**config.mk**
```make
export PLATFORM = sky130hd
export DESIGN_NAME = adder_result_buffer
export DESIGN_NICKNAME = d
export VERILOG_FILES = /design/src/rtl/adder_result_buffer.sv
export SDC_FILE = /design/constraint.sdc
export NUM_CORES = 1
export LEC_CHECK = 0
export BUFFER_PORTS_ARGS = -buffer_cell sky130_fd_sc_hd__buf_2
export CAP_MARGIN = 15
export CORE_ASPECT_RATIO = 1.25
export CORE_MARGIN = 8
export CORE_UTILIZATION = 58
export CTS_BUF_LIST = sky130_fd_sc_hd__clkbuf_4
export DETAILED_ROUTE_END_ITERATION = 8
export PLACE_DENSITY = 0.81
export SKIP_LAST_GASP = 1
export SYNTH_ARGS = -nofsm -noshare
export SYNTH_HDL_FRONTEND = slang
export SYNTH_SLANG_ARGS = --single-unit
```
**constraint.sdc**
```tcl
create_clock -name clk -period 3 [get_ports clk]
set_input_delay 0.15 -clock clk [delete_from_list [all_inputs] [get_ports clk]]
set_output_delay 0.15 -clock clk [all_outputs]
set_load 0.02 [all_outputs]
```
**src/rtl/adder_result_buffer.sv**
```systemverilog
// adder_result_buffer: show-ahead FIFO that captures {carry, sum} results from
// the upstream N-bit adder. It has valid/ready handshakes on both sides and
// keeps a saturating count of accepted results whose carry-out was set.
module adder_result_buffer #(
    parameter int N     = 8,
    parameter int DEPTH = 4,
    parameter int CNT_W = 16
) (
    input  logic                     clk,
    input  logic                     rst,
    input  logic                     in_valid,
    output logic                     in_ready,
    input  logic [N-1:0]             in_sum,
    input  logic                     in_carry,
    output logic                     out_valid,
    input  logic                     out_ready,
    output logic [N-1:0]             out_sum,
    output logic                     out_carry,
    output logic [$clog2(DEPTH):0]   count,
    output logic [CNT_W-1:0]         carry_cnt
);

    localparam int AW = $clog2(DEPTH);
    localparam int CW = AW + 1;

    // Each entry is stored as {carry, sum}.
    logic [N:0]       mem_r [DEPTH];
    logic [AW-1:0]    wr_ptr_r;
    logic [AW-1:0]    rd_ptr_r;
    logic [CW-1:0]    count_r;
    logic [CNT_W-1:0] carry_cnt_r;

    logic             full_s;
    logic             empty_s;
    logic             push_s;
    logic             pop_s;

    // The handshake qualifiers depend only on registered occupancy. This keeps
    // out_ready from reaching in_ready and in_valid from reaching out_valid.
    always_comb begin
        full_s  = (count_r == CW'(DEPTH));
        empty_s = (count_r == {CW{1'b0}});
        push_s  = in_valid && !full_s && !rst;
        pop_s   = out_ready && !empty_s && !rst;
    end

    // The storage array is deliberately left unreset. The head is gated to
    // zero whenever the buffer is empty, so stale contents never reach the
    // outputs.
    always_ff @(posedge clk) begin
        if (push_s) begin
            mem_r[wr_ptr_r] <= {in_carry, in_sum};
        end else begin
            mem_r[wr_ptr_r] <= mem_r[wr_ptr_r];
        end
    end

    // Pointer and occupancy update. DEPTH is a power of two, so each pointer
    // wraps naturally from DEPTH-1 back to 0.
    always_ff @(posedge clk) begin
        if (rst) begin
            wr_ptr_r <= {AW{1'b0}};
            rd_ptr_r <= {AW{1'b0}};
            count_r  <= {CW{1'b0}};
        end else begin
            if (push_s) begin
                wr_ptr_r <= wr_ptr_r + AW'(1);
            end else begin
                wr_ptr_r <= wr_ptr_r;
            end
            if (pop_s) begin
                rd_ptr_r <= rd_ptr_r + AW'(1);
            end else begin
                rd_ptr_r <= rd_ptr_r;
            end
            case ({push_s, pop_s})
                2'b10:   count_r <= count_r + CW'(1);
                2'b01:   count_r <= count_r - CW'(1);
                default: count_r <= count_r;
            endcase
        end
    end

    // Carry-event counter. It counts only accepted pushes and holds at its
    // maximum value instead of wrapping around.
    always_ff @(posedge clk) begin
        if (rst) begin
            carry_cnt_r <= {CNT_W{1'b0}};
        end else if (push_s && in_carry && (carry_cnt_r != {CNT_W{1'b1}})) begin
            carry_cnt_r <= carry_cnt_r + CNT_W'(1);
        end else begin
            carry_cnt_r <= carry_cnt_r;
        end
    end

    // Show-ahead outputs, taken from the head entry. They read zero while the
    // buffer is empty.
    always_comb begin
        in_ready  = !full_s;
        out_valid = !empty_s;
        count     = count_r;
        carry_cnt = carry_cnt_r;
        out_sum   = {N{1'b0}};
        out_carry = 1'b0;
        if (!empty_s) begin
            out_sum   = mem_r[rd_ptr_r][N-1:0];
            out_carry = mem_r[rd_ptr_r][N];
        end else begin
            out_sum   = {N{1'b0}};
            out_carry = 1'b0;
        end
    end

    // Structural invariants of the buffer: occupancy is bounded, there is no
    // push while full and no pop while empty.
    always_ff @(posedge clk) begin
        if (!rst) begin
            assert (count_r <= CW'(DEPTH));
            assert (!(push_s && (count_r == CW'(DEPTH))));
            assert (!(pop_s && (count_r == {CW{1'b0}})));
        end else begin
            assert (!push_s && !pop_s);
        end
    end

endmodule

```
* Word-level counts from Yosys, hierarchy flattened
Memories as Yosys holds them, arrays and structs flattened. A register that Yosys moved wholly into a read port is not among the register bits.
Index checks and enable logic that the tools add are counted.
** Operators by class
- Add/subtract/negate cells :: 5
- $mul :: 0
- Divide/modulo/power cells :: 0
- Order comparisons :: 0
- Equality and inequality tests :: 5
- Shifts and indexed selects :: 0
- Muxes and demuxes :: 9
- Bitwise operators :: 1
- Reductions and logical operators :: 12
** Operator list (number)
- 16-bit by 1-bit adder with 16-bit output (second input constant) :: 1
- 16-bit inequality test (second input constant) :: 1
- 9-bit 2-to-1 mux :: 1
- 8-bit 2-to-1 mux :: 1
- 1-bit logical AND :: 6
- 3-bit case mux with 2 select lines :: 1
- 2-bit by 1-bit adder with 2-bit output (second input constant) :: 2
- 1-bit 2-to-1 mux :: 4
- 2-bit 2-to-1 mux :: 2
- 3-bit by 1-bit adder with 3-bit output (second input constant) :: 1
- 3-bit equality test (second input constant) :: 1
- 1-bit logical NOT :: 3
- 3-bit logical NOT :: 1
- 3-bit by 1-bit subtractor with 3-bit output (second input constant) :: 1
- 2-bit by 1-bit equality test with 1-bit output (second input constant) :: 1
- 2-bit equality test (second input constant) :: 1
- 2-bit AND reduction :: 1
- 2-bit nonzero test :: 1
- 0-bit inequality test :: 1
- 1-bit OR :: 1
** Word-level totals
- Bits in registers :: 23
- Bits in latches :: 0
- RAM bits :: 36
- ROM bits :: 0
- Bits of input ports :: 13
- Output and inout bits :: 30
- Word-level logic and storage cells :: 37
- Memories kept :: 1
** Memory list
- mem_r :: depth 4, width 9, read ports 1, clocked after memory_dff 1, wr ports 1, line 27 : logic [N:0] mem_r [DEPTH];

* Logic depth before layout (Yosys ltp)
- Depth in word-level cells :: 7
- Mapped depth :: 11
- Mapped depth without buffers :: 10

* Worst setup path after synthesis
OpenSTA, ideal clock, no wires.
- Path type :: flip-flop to flip-flop
- Start point :: reg count_r[2] (netlist: count[2])
- End point :: reg count_r[2] (netlist: count[2])
- Library setup time :: 70 ps
- Arrival :: 2476 ps
- Data required time :: 2930 ps
- Path slack :: 455 ps
- Stages on the path, launching flop included :: 12
- Path buffers :: 1
- Period minus slack after synthesis :: 2545 ps
- Path through :: dfxtp_1 > or3b_2 > clkbuf_8 > nand2_1 > nor2_1 > inv_1 > ha_1 > inv_1 > fa_1 > xor2_1 > or3_1 > a21oi_1
** On the way
- Word-level cells in the longest chain between the ends :: 6
- Elaborated cells between the ends (all ways) :: 14
- Classes of those cells :: add/sub (2); eq/ne (3); mux (1); reduce/logical (8)
** Ends and longest elaborated chain
- start, declared :: line 30 : logic [CW-1:0] count_r;
- start signal, assigned :: line 64 : count_r <= {CW{1'b0}};
- start signal, assigned :: line 77 : 2'b10: count_r <= count_r + CW'(1);
- start signal, assigned :: line 78 : 2'b01: count_r <= count_r - CW'(1);
- 3-bit equality test (*) :: line 41 : full_s = (count_r == CW'(DEPTH));
- 1-bit logical NOT (*)
- named net in_ready :: line 12 : output logic in_ready,
- 1-bit logical AND (*) (2 in series) :: line 43 : push_s = in_valid && !full_s && !rst;
- 2-bit by 1-bit equality test with 1-bit output / 2-bit equality test (equally long branches) :: line 76 : case ({push_s, pop_s})
- 3-bit case mux with 2 select lines / 2-bit nonzero test (equally long branches)
The timed path passes the listed nets; every way through them passes the cells marked *.
A chain may end at the register's enable or synchronous reset.

* Worst setup path in the final report
- Start point :: reg count_r[2] (netlist: count[2])
- End point :: reg count_r[2] (netlist: count[2])
** On the way
- Word-level cells in the longest chain between the ends :: 6
- Elaborated cells between the ends (all ways) :: 14
- Classes of those cells :: add/sub (2); eq/ne (3); mux (1); reduce/logical (8)
** Ends and longest elaborated chain (line)
- 3-bit equality test / 3-bit logical NOT (equally long branches) :: 41, 42
- 1-bit logical NOT, on equally long branches
- 1-bit logical AND, on equally long branches (2 in series) :: 43, 44
- 2-bit by 1-bit equality test with 1-bit output / 2-bit equality test (equally long branches) :: 76
- 3-bit case mux with 2 select lines / 2-bit nonzero test (equally long branches)
Several ways; a longest one is shown, not always the timed one.

==> results by group <==
Outcome
  • Status: finished clean

Logic synthesis
  • Compound-cell area share of the yosys netlist: ~7.9%
  • Register area share after synthesis: between 50% and 60%
  • Number of distinct library cells after synthesis: 40
  • Simple-Gate Fraction of Synth Area: 16.27%
  • Yosys warnings: 0
  • Synth Instances: 208
  • FF+latch count, synth: 61
  • Mapped Area: 2706 µm²
  • Mux share of post-synthesis cell area: 7.906%
  • Largest family of logic cells by synthesized area: simple AND/OR/NAND/NOR gates
  • Synthesized area per cell: between 10 and 15 µm²
  • Syn_nets: 228
  • Adder-cell share of the synthesized area: 3.514%
  • XOR/XNOR share of the synthesized area: 1.618%

Worst hold path
  • Hold crit path type: in2reg

Worst setup path
  • CP Launch Type: flop
  • CP peak stage delay: 0.56 ns
  • Crit path max fanout: 8
  • FF-to-FF setup slack: 0.40 ns
  • R2r worst-path depth: 10
  • CP Capture Type: flop
  • Reg2reg end: count[2]
  • R2R Path Start: count[2]
  • Worst path arrival time: 2.92 ns
  • Critical path class: reg2reg
  • Crit path buf inv count: 2
  • Worst-path cell chain: or3b_2, nand2_1, nor2_1, inv_1, ha_1, inv_1, fa_1, xor2_1, or3_1, a21oi_1
  • Most common cell on crit path: inv_1
  • Worst path slowest cell: or3b_2
  • Crit path to: count[2]
  • Launch point of the worst path: count[2]
  • CP top delay family: simple AND/OR/NAND/NOR gates
  • Worst EP required: 3.32 ns
  • WP depth: 10

Power
  • Maximum vdd ir drop: 0.3151 mV
  • Power share of the clock group: 32.0%
  • Internal: 1.250 mW
  • Sw frac: 24.96%
  • Seq pwr share: 55.8%
  • Switching power: 415.9 µW
  • Logic pwr share: ~12%
  • Leakage: 1.156 nW
  • PD cells: 531.0 nW/µm²

Die
  • Die Area: a little over 7000 µm²
  • Initial Util: 58.52%
  • Die Y: 92.37 µm
  • Core ar.: 4624 µm²
  • Die W: 77.10 µm
  • Row cnt: 28
  • Boundary Pins: 43

Layout
  • Area Overhead vs Synth: 15.95%
  • Most frequent cells in the layout: 42 x buf_2, 36 x edfxtp_1, 25 x dfxtp_1, 14 x a21oi_1, 11 x nor2_1
  • Antenna diodes: 0
  • Leading cell type in the layout, fill and taps excluded: buf_2
  • Post-route cell area: 3138 µm²
  • Share of cells above drive strength 1: 28.20%
  • Final nets: between 200 and 300

Routing
  • Drt wl/cell: 16.20 µm
  • First-pass detailed-route iteration total: 4
  • Met3 WL: 318 µm
  • Met2 Wirelength: 2707 µm
  • Wire length on met1: 2136 µm
  • Via count: 1893
  • Via/cell ratio: 5.807
  • Drt total wl: about 5300 µm
  • Initial detailed-routing violation count: 91
  • Uppermost routed layer: met4
  • Antenna-violating nets left: 0
  • # DRC: 0

Clock network
  • Setup bufs post-CTS: 0
  • H-tree depth: 3
  • CTS clock-pin slew for the worst setup and hold paths: 0.09 ns
  • Post-CTS sizing: 0
  • CTS tree: yes
  • TritonCTS Buffers: 9
  • Cts hold-fix bufs: 9
  • Clock latency on the worst-skew pair: 0.39 ns
  • Clock Root Buffer: clkbuf_4
  • Clock Path Buffers: 2
  • Sink Count: 61

Timing
  • Final setup viols: 0
  • Fin crit share: 86.81%
  • Final count of pins violating max slew: 0
  • Setup TNS: 0 ns
  • Final hold viol count: 0
  • FMAX: 384.0 MHz
  • Least-Margin Pin Slew: around 0.59 ns
  • RSZ-0062 raised after global routing: false
  • Setup Skew: 0.01013 ns
  • Final min period: 2.604 ns
  • Slew headroom: 60.78%

Global routing
  • GR Util All Layers: 15.47%
  • Total congestion overflow: 0
  • Vias in the first global route: 1924
  • First-pass GRT wire length: ~8800 µm
  • Largest net degree at the start of global routing: 28
  • Initial antenna violation count: 0

Placement
  • IO buf count: 42
  • Gpl congestion: roughly 0.80
  • Dpl hpwl: about 3700 µm
  • Cell Area, Placed: approximately 3000 µm²

Flow run
  • MaxCap Viol Count: 0
==> power by group through the flow <==
stage          Clock, mW  Sequential [mW]  Combinational (mW)
6_report           0.533            0.930               0.204
5_1_grt            0.581            0.934               0.224
4_1_cts            0.548            0.931               0.207
3_5_place_dp           0            0.950               0.197
3_3_place_gp           0            0.948               0.193
2_1_floorplan          0            0.946               0.134
==> per-stage QoR <==
step                total power, mW  setup WS [ns]  hold slack (ns)  util (%)  cells
detailed placement            1.147         0.4335           0.3676     63.10    301
finish                        1.666         0.3956          0.04211     67.86    326
global placement              1.141         0.5331           0.3674     63.10    301
global route                  1.739         0.2840          0.03128     67.86    326
floorplan                     1.080         0.4547           0.2489         -    208
CTS                           1.685         0.4059          0.01996     67.86    326
==> cells in the mapped netlist (all sizes together) <==
cell,count,share of area (%)
buf,3,0.88
ha,6,2.8
o311ai,4,1.3
fa,1,0.74
and2,6,1.4
nand2,8,1.1
xnor2,3,0.97
dfxtp,25,18
a21bo,1,0.37
nand3b,1,0.28
mux4,9,7.5
clkbuf,7,2.1
and4,7,2.4
nor3,3,0.55
or2,2,0.46
o21ai,5,0.92
o41ai,4,1.3
or3,3,0.69
or3b,1,0.32
nor2b,9,2.1
nand4,8,2.1
mux2,1,0.42
nor4bb,1,0.37
and3b,1,0.37
and3,2,0.46
a21oi,14,2.6
inv,10,1.4
edfxtp,36,40
xor2,2,0.65
or4,5,1.4
nor2,11,1.5
nor3b,1,0.28
nand3,3,0.55
o31ai,5,1.4
==> layout make-up <==
type	count	area [µm²]
timing repair buffer	52	307.8
sequential	61	1582
inverter	10	37.54
multi-input combinational	127	1006
clock inverter	6	55.05
fill	376	1486
tap	60	75.07
clock buffer	10	75.07
==> layer usage <==
layer	vias up	global-route usage, %
met1	921	16.29
met3	11	5.620
met4	0	7.256
met5	-	0
li1	904	-
met2	57	26.97
==> worst register-to-register path, stage by stage (launching register included) <==
cell     delay (ns)
dfxtp_1        0.39
or3b_2         0.56
nand2_1        0.16
nor2_1         0.10
inv_1          0.09
ha_1           0.18
inv_1          0.06
fa_1           0.37
xor2_1         0.16
or3_1          0.32
a21oi_1        0.15
==> worst min path at each step <==
stage               from           to  slack [ns]  cells after the start
2_1_floorplan  in_sum[0]  mem_r[0][0]        0.25                      0
3_5_place_dp   in_sum[3]  mem_r[3][3]        0.37                      1
3_3_place_gp   in_sum[7]  mem_r[0][7]        0.37                      1
5_1_grt         in_valid  wr_ptr_r[1]        0.03                      3
4_1_cts         in_valid  wr_ptr_r[1]        0.02                      3
6_report        in_valid  wr_ptr_r[1]        0.04                      3
==> cells by family after synthesis <==
family / Yosys count
compound gates: 33
fa+ha+maj: 7
mux: 10
simple gates: 72
xor+xnor: 5
flops: 61
buf+inv: 20
==> sequential cells by signal (all words and copies together) (netlist names), named ones only <==
name,count
wr_ptr_r,2
carry_cnt,16
mem_r,36
count,3
rd_ptr_r,2
Note: power is estimated with default switching activity, not from simulation.
